===== src/rtl/gray_decoder_pkg.sv =====
// Shared defaults and Gray/binary helpers for the Gray decoder
// and the encoder/decoder benches that reuse them.
package gray_decoder_pkg;

    localparam int MSB_DEF   = 7;
    localparam int CNT_W_DEF = 16;

    function automatic logic [MSB_DEF:0] gray_to_bin(
        input logic [MSB_DEF:0] g
    );
        logic [MSB_DEF:0] b;
        b[MSB_DEF] = g[MSB_DEF];
        for (int k = MSB_DEF - 1; k >= 0; k--) begin
            b[k] = b[k+1] ^ g[k];
        end
        return b;
    endfunction

    function automatic logic [MSB_DEF:0] bin_to_gray(
        input logic [MSB_DEF:0] b
    );
        return b ^ (b >> 1);
    endfunction

endpackage


===== src/rtl/gray_decoder_gray2bin.sv =====
// Combinational Gray-to-binary converter.
// Binary bit k is the XOR of all Gray bits from MSB down to k.
module gray2bin
    import gray_decoder_pkg::*;
#(
    parameter int MSB = MSB_DEF
) (
    input  logic [MSB:0] gray_i,
    output logic [MSB:0] bin_o
);

    for (genvar k = 0; k <= MSB; k++) begin : g_bit
        assign bin_o[k] = ^(gray_i >> k);
    end

endmodule


===== src/rtl/gray_decoder.sv =====
// Two-stage Gray decoder with unit-distance step checking,
// direction flag and a saturating step-error counter.
module gray_decoder
    import gray_decoder_pkg::*;
#(
    parameter int MSB   = MSB_DEF,
    parameter int CNT_W = CNT_W_DEF
) (
    input  logic             i_clk,
    input  logic             i_rst_n,
    input  logic             i_en,
    input  logic [MSB:0]     i_gray,
    output logic             o_vld,
    output logic [MSB:0]     o_data,
    output logic             o_step_err,
    output logic             o_dir,
    output logic [CNT_W-1:0] o_err_cnt
);

    localparam logic [MSB:0]     ONE_W = {{MSB{1'b0}}, 1'b1};
    localparam logic [CNT_W-1:0] ONE_C = {{(CNT_W-1){1'b0}}, 1'b1};

    logic [MSB:0]     s1_gray_q;
    logic             s1_en_q;
    logic [MSB:0]     prev_gray_q;
    logic             has_prev_q;
    logic             s2_vld_q;
    logic [MSB:0]     s2_data_q;
    logic             s2_err_q;
    logic             s2_dir_q;
    logic             vld_q;
    logic [MSB:0]     data_q;
    logic             err_q;
    logic             dir_q;
    logic [CNT_W-1:0] cnt_q;

    logic [MSB:0]     cur_bin;
    logic [MSB:0]     prev_bin;
    logic [MSB:0]     diff;
    logic             err_d;
    logic             dir_d;
    logic [CNT_W-1:0] cnt_d;

    gray2bin #(.MSB(MSB)) u_cur (
        .gray_i (s1_gray_q),
        .bin_o  (cur_bin)
    );

    gray2bin #(.MSB(MSB)) u_prev (
        .gray_i (prev_gray_q),
        .bin_o  (prev_bin)
    );

    // Unit distance means exactly one differing bit: zero or multi-bit is an error.
    always_comb begin
        diff  = s1_gray_q ^ prev_gray_q;
        err_d = has_prev_q &
                ((diff == '0) | (|(diff & (diff - ONE_W))));
        dir_d = has_prev_q & (cur_bin == (prev_bin + ONE_W));
        cnt_d = cnt_q;
        if (s2_vld_q && s2_err_q && (cnt_q != '1)) begin
            cnt_d = cnt_q + ONE_C;
        end
    end

    always_ff @(posedge i_clk) begin
        if (!i_rst_n) begin
            s1_gray_q <= '0;
            s1_en_q   <= 1'b0;
        end else begin
            s1_gray_q <= i_gray;
            s1_en_q   <= i_en;
        end
    end

    always_ff @(posedge i_clk) begin
        if (!i_rst_n) begin
            s2_vld_q    <= 1'b0;
            s2_data_q   <= '0;
            s2_err_q    <= 1'b0;
            s2_dir_q    <= 1'b0;
            prev_gray_q <= '0;
            has_prev_q  <= 1'b0;
        end else begin
            s2_vld_q <= s1_en_q;
            if (s1_en_q) begin
                s2_data_q   <= cur_bin;
                s2_err_q    <= err_d;
                s2_dir_q    <= dir_d;
                prev_gray_q <= s1_gray_q;
                has_prev_q  <= 1'b1;
            end
        end
    end

    always_ff @(posedge i_clk) begin
        if (!i_rst_n) begin
            vld_q  <= 1'b0;
            data_q <= '0;
            err_q  <= 1'b0;
            dir_q  <= 1'b0;
            cnt_q  <= '0;
        end else begin
            vld_q <= s2_vld_q;
            cnt_q <= cnt_d;
            if (s2_vld_q) begin
                data_q <= s2_data_q;
                err_q  <= s2_err_q;
                dir_q  <= s2_dir_q;
            end
        end
    end

    assign o_vld      = vld_q;
    assign o_data     = data_q;
    assign o_step_err = err_q;
    assign o_dir      = dir_q;
    assign o_err_cnt  = cnt_q;

endmodule


===== config.mk =====
export PLATFORM = sky130hd
export DESIGN_NAME = gray_decoder
export DESIGN_NICKNAME = d
export VERILOG_FILES = /design/src/rtl/gray_decoder_pkg.sv /design/src/rtl/gray_decoder_gray2bin.sv /design/src/rtl/gray_decoder.sv
export SDC_FILE = /design/constraint.sdc
export NUM_CORES = 1
export LEC_CHECK = 0
export BUFFER_PORTS_ARGS = -buffer_cell sky130_fd_sc_hd__buf_2
export CORE_AREA = 2 2 89 57
export CTS_BUF_LIST = sky130_fd_sc_hd__clkbuf_4
export CTS_CLUSTER_SIZE = 25
export DETAILED_ROUTE_END_ITERATION = 12
export DIE_AREA = 0 0 91 59
export PLACE_DENSITY = 0.79
export SYNTH_ARGS = -nofsm -noshare
export SYNTH_HDL_FRONTEND = slang
export SYNTH_SLANG_ARGS = --single-unit

===== constraint.sdc =====
create_clock -name i_clk -period 4.65 [get_ports i_clk]
set_clock_uncertainty 0.2 [all_clocks]
set_input_delay 0.93 -clock i_clk [delete_from_list [all_inputs] [get_ports i_clk]]
set_output_delay 0.93 -clock i_clk [all_outputs]
set_load 0.02 [all_outputs]

==> metrics, run 1 <==
maximum clock path buffer count 2; clk_lat worst skew 0.39 ns; clock period minus worst slack 3.56 ns; Post-CTS Setup Inserts 0; DP HPWL 3780 um; initial core utilization 58.3%; sequential area share after synthesis 42.2%; vias per inst 5.24; endpoints failing setup 0; layout net count 318; maximum vdd ir drop 0.000198 V; largest net degree at the start of global routing 42; ant diodes 0; CTS sink cnt 55; CTS buffer count 5; Synth Area per Inst 9.59 sq um; Max Fclk 281 MHz; Sum Neg Setup Slack 0 ns; hold_ws 0.285 ns; Initial DRT Pass Iterations 4; crit end category register; synth top area cells dfxtp_1 (42%), mux2i_1 (9.6%), xnor2_1 (7.7%); RSZ-0062 raised after global routing false; startpoint types register; synthesis-to-finish area growth 10.5%; post_cts resized 0; HP Class reg -> reg; Mapped Cells 272; I/O pins 38; core box area 4470 sq um; cts hold-fix bufs 0; GRT Util Overall 20.7%; final hold vios 0; via count 1933; register area 1100 sq um; port buffer count 37; first-pass GRT wire length 8720 um; worst setup path class reg -> reg; post-synth top area share 42.2%; Final WS setup 1.09 ns; most frequent cells in the layout dfxtp_1 (55), nor2_1 (46), buf_2 (37); outcome finished, final reports clean; area leader, netlist dfxtp_1; P_leak 1.19 nW; Die H 59 um; overall power 0.874 mW; fillers 394; Setup WS pre-CTS 1.11 ns; synth unique cells 40; ANT nets after route 0; H-tree Lvls 2; Max Transition Viols Final 0; pwr dens 303 nW/um^2; clock-pin slew on the worst setup and hold paths 0.16 ns; max-cap check violation count 0; vias in the first global route 1778; crit share post-route 76.5%; Multi-input gate area 1450 sq um; CP max FO 6; Die Area 5370 sq um; most common cell after layout, fill and taps aside dfxtp_1; syn_nets 285; Post-Route WL 5160 um; cell row count 19; DRC 0; CP arrival 3.68 ns; initial antenna violation count 0; clock root buffer clkbuf_4; grt total ovfl 0; per-cell routed wire length 14.0 um; share of cells above drive strength 1 17.3%; TritonCTS clock tree done; Final GP Congestion 0.903; Worst Tran Pin Value 1.00 ns; Required @ worst endpoint 4.77 ns; Yosys warnings 0; area of the mapped netlist 2610 sq um; Rel. slew slack 32.6%; synthesized flop and latch total 55; die width 91 um; DR iter-0 viols 111
-- worst max-delay path, stage by stage (launching register included) --
cell	delay [ns]
dfxtp_1	0.41
xnor2_2	0.27
xnor3_2	0.46
xnor2_1	0.25
xor2_1	0.18
ha_1	0.23
nor4b_2	0.27
mux2i_1	0.26
xnor2_1	0.15
nand2_1	0.07
or4_1	0.52
a211oi_2	0.21
-- cells in the mapped netlist --
library cell	number
xnor3_1	1
dfxtp_1	55
xnor3_2	1
clkbuf_2	1
mux2i_1	25
buf_2	1
nor3b_1	2
o32ai_1	1
nand2b_1	3
nor4b_2	2
nand4_1	4
or4_1	2
a211oi_1	5
or3_1	1
and2_1	14
a311oi_1	1
nor2_4	1
nor3_1	5
nor2_1	46
a22o_1	1
o21ai_0	1
a2111oi_1	1
and3_1	6
buf_6	1
o2111ai_1	1
xor3_1	1
nand2_1	12
clkbuf_1	6
inv_1	1
xnor2_2	2
a211oi_2	1
nand3_1	11
o21ai_1	2
maj3_1	1
inv_2	1
xor2_1	21
buf_1	2
ha_1	2
a21oi_1	4
xnor2_1	23
-- metrics by stage --
| step | utilization, % | area [sq um] | cells |
|---|---|---|---|
| finish | 64.4 | 2880 | 369 |
| detailed placement | 63.1 | 2820 | 361 |
| CTS | 64.4 | 2880 | 369 |
| global route | 64.4 | 2880 | 369 |
| floorplan | - | 2610 | 272 |
| global placement | 63.1 | 2820 | 361 |
-- per-layer routing --
| metal | track usage, % | vias to the layer above | routed length (um) |
|---|---|---|---|
| li1 | - | 985 | - |
| met1 | 32.5 | 892 | 2770 |
| met2 | 28.5 | 51 | 2040 |
| met3 | 4.58 | 5 | 319 |
| met4 | 5.19 | 0 | 36 |
| met5 | 0 | - | 0 |
-- cell type report --
cell class	count	area share [%]
multi-input combinational	204	50.3
timing repair buffer	37	6.43
inverter	2	0.261
clock inverter	3	0.782
sequential	55	38.2
clock buffer	5	1.30
tap	63	2.74
-- flip-flops by register name, summed over array words and instances (netlist names) --
signal / flops
o_dir: 1
prev_gray_q: 8
o_step_err: 1
o_vld: 1
s2_dir_q: 1
s2_err_q: 1
o_err_cnt: 16
s2_data_q: 7
s1_en_q: 1
s2_vld_q: 1
o_data: 8
has_prev_q: 1
s1_gray_q: 8
-- final timing paths --
check / start / to / slack [ns] / cells after the start
worst min register to register: has_prev_q / has_prev_q / 0.29 / 2
worst max-delay path: prev_gray_q[7] / s2_dir_q / 1.09 / 11
worst min-delay path: has_prev_q / has_prev_q / 0.29 / 2
worst max register to register: prev_gray_q[7] / s2_dir_q / 1.09 / 11
-- power by group --
group	switching, mW	internal (mW)	total, mW
sequential	0.0203	0.486	0.506
combinational	0.0749	0.0718	0.147
clock	0.159	0.0614	0.221
-- cell families (layout without fill, tap and decap cells) --
kind of cell / count (synthesis) / in the layout / share of synthesized area, %
AOI/OAI and AO/OA: 18 / 18 / 4.99
xor gates and xnor gates: 49 / 49 / 18.7
adders and majority gates: 3 / 3 / 1.34
buffers and inverters: 13 / 47 / 2.25
DFF: 55 / 55 / 42.2
muxes: 25 / 25 / 9.60
and+or+nand+nor: 109 / 109 / 20.9
Power figures use the tool's default switching activity.
==> run 2, diff against run 1 <==
- clock period: 4.65 -> 3.6 ns (I/O delays scaled with it)
==> run 2 against run 1 <==
Against the previous run:
- global-route usage shrank 0.30 points
- first-iteration DRC count up 16%
- core utilization increased by 1.2 points
- sequential power is 28% higher
- combinational power increased by 39%
- total power up 28%
- cell count is 1.4% higher
- sequential cell count unchanged
- final area is 1.8% higher
- wire length up 2.0%
- fmax increased by 3.0%
- critical endpoint unchanged
==> metrics, run 2 (synthesis results as in run 1) <==
Max Fclk 290 MHz (+3.0%); clk_lat worst skew 0.37 ns (-0.02 ns); first-pass GRT wire length 8540 um (-2.1%); Pint 0.809 mW (+31%); Initial DRT Pass Iterations 4 (unchanged); vias per inst 5.17 (-1.3%); crit-path leading delay family XOR/XNOR gates; pwr dens 381 nW/um^2 (+26%); Max Transition Viols Final 0 (unchanged); CP Cell Sequence xnor2_2 > xnor3_2 > xnor2_2 > xor2_1 > ha_1 > nor4b_2 > mux2i_1 > xnor2_1 > nand2_1 > or4_1 > a211oi_2; grt total ovfl 0 (unchanged); via count 1933 (unchanged); core box area 4470 sq um (unchanged); maximum vdd ir drop 0.000275 V (+39%); FF-to-FF Start prev_gray_q[4]; DP HPWL 3860 um (+2.4%); crit share post-route 95.9% (+19 points); ANT nets after route 0 (unchanged); P_leak 1.23 nW (+2.6%); CTS sink cnt 55 (unchanged); overall power 1.12 mW (+28%); worst setup path class reg -> reg; Sw Ratio 27.7% (-1.5 points); per-cell routed wire length 14.1 um (+0.67%); outcome finished, final reports clean; vias in the first global route 1779 (+0.056%); TritonCTS clock tree done; slowest cell delay on critical path 0.53 ns (about the same); Post-Route WL 5270 um (+2.0%); Buf+Inv Stages, Crit Path 0 (unchanged); dpl cell area 2850 sq um (+1.1%); synthesis-to-finish area growth 12.5%; Net Switching 0.309 mW (+22%); sequential share of power 57.8% (-0.2 points); I/O pins 38 (unchanged); Required @ worst endpoint 3.70 ns (-1.07 ns); Die H 59 um (unchanged); Final GP Congestion 0.894 (-0.99%); RSZ-0062 raised after global routing false; crit end category register; Sum Neg Setup Slack 0 ns (unchanged); port buffer count 37 (unchanged); dpl cells 365 (+1.1%); startpoint types register; endpoints failing setup 0 (unchanged); CP most frequent cell xnor2_2; Crit. Startpoint prev_gray_q[4]; max reg flops 16 (unchanged); die width 91 um (unchanged); share of cells above drive strength 1 19.9% (+2.6 points); most common cell after layout, fill and taps aside dfxtp_1; H-tree Lvls 2 (unchanged); CP arrival 3.56 ns (-0.12 ns); min-delay src o_step_err; initial antenna violation count 0 (unchanged); clock period minus worst slack 3.45 ns (-0.105 ns); clock root buffer clkbuf_4; most frequent cells in the layout dfxtp_1 (53), nor2_1 (46), buf_2 (37); ant diodes 0 (unchanged); clock-pin slew on the worst setup and hold paths 0.14 ns (-0.02 ns); DR iter-0 viols 129 (+16%); final hold vios 0 (unchanged); Worst Tran Pin Value 0.958 ns (-0.0469 ns); Finished Cell Area 2930 sq um (+1.8%); GRT Util Overall 20.4% (-0.30 points); clock share of power 23.8% (-1.5 points); HP Class reg -> reg; fillers 387 (-1.8%); Slowest-stage cell, CP or4_1; maximum clock path buffer count 2 (unchanged); layout net count 323 (+1.6%); Comb power frac 18.3% (+1.5 points); max-cap check violation count 0 (unchanged); DRC 0 (unchanged); Rel. slew slack 36.0% (+3.4 points); Die Area 5370 sq um (unchanged); cell row count 19 (unchanged); CP max FO 5 (-1); CTS buffer count 5 (unchanged); non-filler instance count after layout 374 (+1.4%); initial core utilization 58.3% (unchanged); largest net degree at the start of global routing 41 (-2.4%)
-- run 2: path summary, 6_finish.rpt --
| kind | endpoint | slack, ns | depth (start not counted) |
|---|---|---|---|
| min | o_step_err | 0.29 | 2 |
| max | s2_dir_q | 0.15 | 11 |
| min reg2reg | o_step_err | 0.29 | 2 |
| max reg2reg | s2_dir_q | 0.15 | 11 |
-- run 2: worst min-delay path, cell delays in order, from the launching register on --
cell      delay [ns]
dfxtp_1         0.34
nand2b_1        0.06
a21oi_1         0.06
-- run 2: power groups by stage --
stage / Clock (mW) / Combinational (mW) / Sequential, mW
finish: 0.267 / 0.205 / 0.647
global route: 0.299 / 0.224 / 0.650
CTS: 0.279 / 0.199 / 0.646
detailed placement: 0 / 0.198 / 0.660
global placement: 0 / 0.194 / 0.659
floorplan: 0 / 0.162 / 0.655
-- run 2: final cells by class --
cell class              count  area [sq um]  area share [%]
clock buffers               6          45.0            1.54
clock inverters             2          12.5           0.427
inverters                   2          7.51           0.256
multi-input cells         204          1460            49.9
flip-flops and latches     55          1100            37.6
well taps                  63          78.8            2.69
repair buffers             42           223            7.59
-- run 2: layer usage --
metal | vias to the layer above | GRT usage, % | part of all wire (%)
met5 | - | 0 | 0
met4 | 0 | 6.06 | 0.51
met3 | 3 | 4.71 | 4.7
met2 | 36 | 29.9 | 42
met1 | 901 | 30.1 | 52
li1 | 993 | - | -
-- run 2: stage by stage --
stage	util [%]	hold WS (ns)	setup slack, ns
floorplan	-	0.227	0.375
global placement	63.8	0.239	0.237
detailed placement	63.8	0.277	0.0700
CTS	65.1	0.297	0.0133
global route	65.6	0.326	0.00912
finish	65.6	0.293	0.148
-- run 2: timing repair --
action	4_1_cts	5_1_grt
resized for setup	0	4
setup buffers	0	1
endpoints found under the setup margin	0	1
hold buffers	0	0
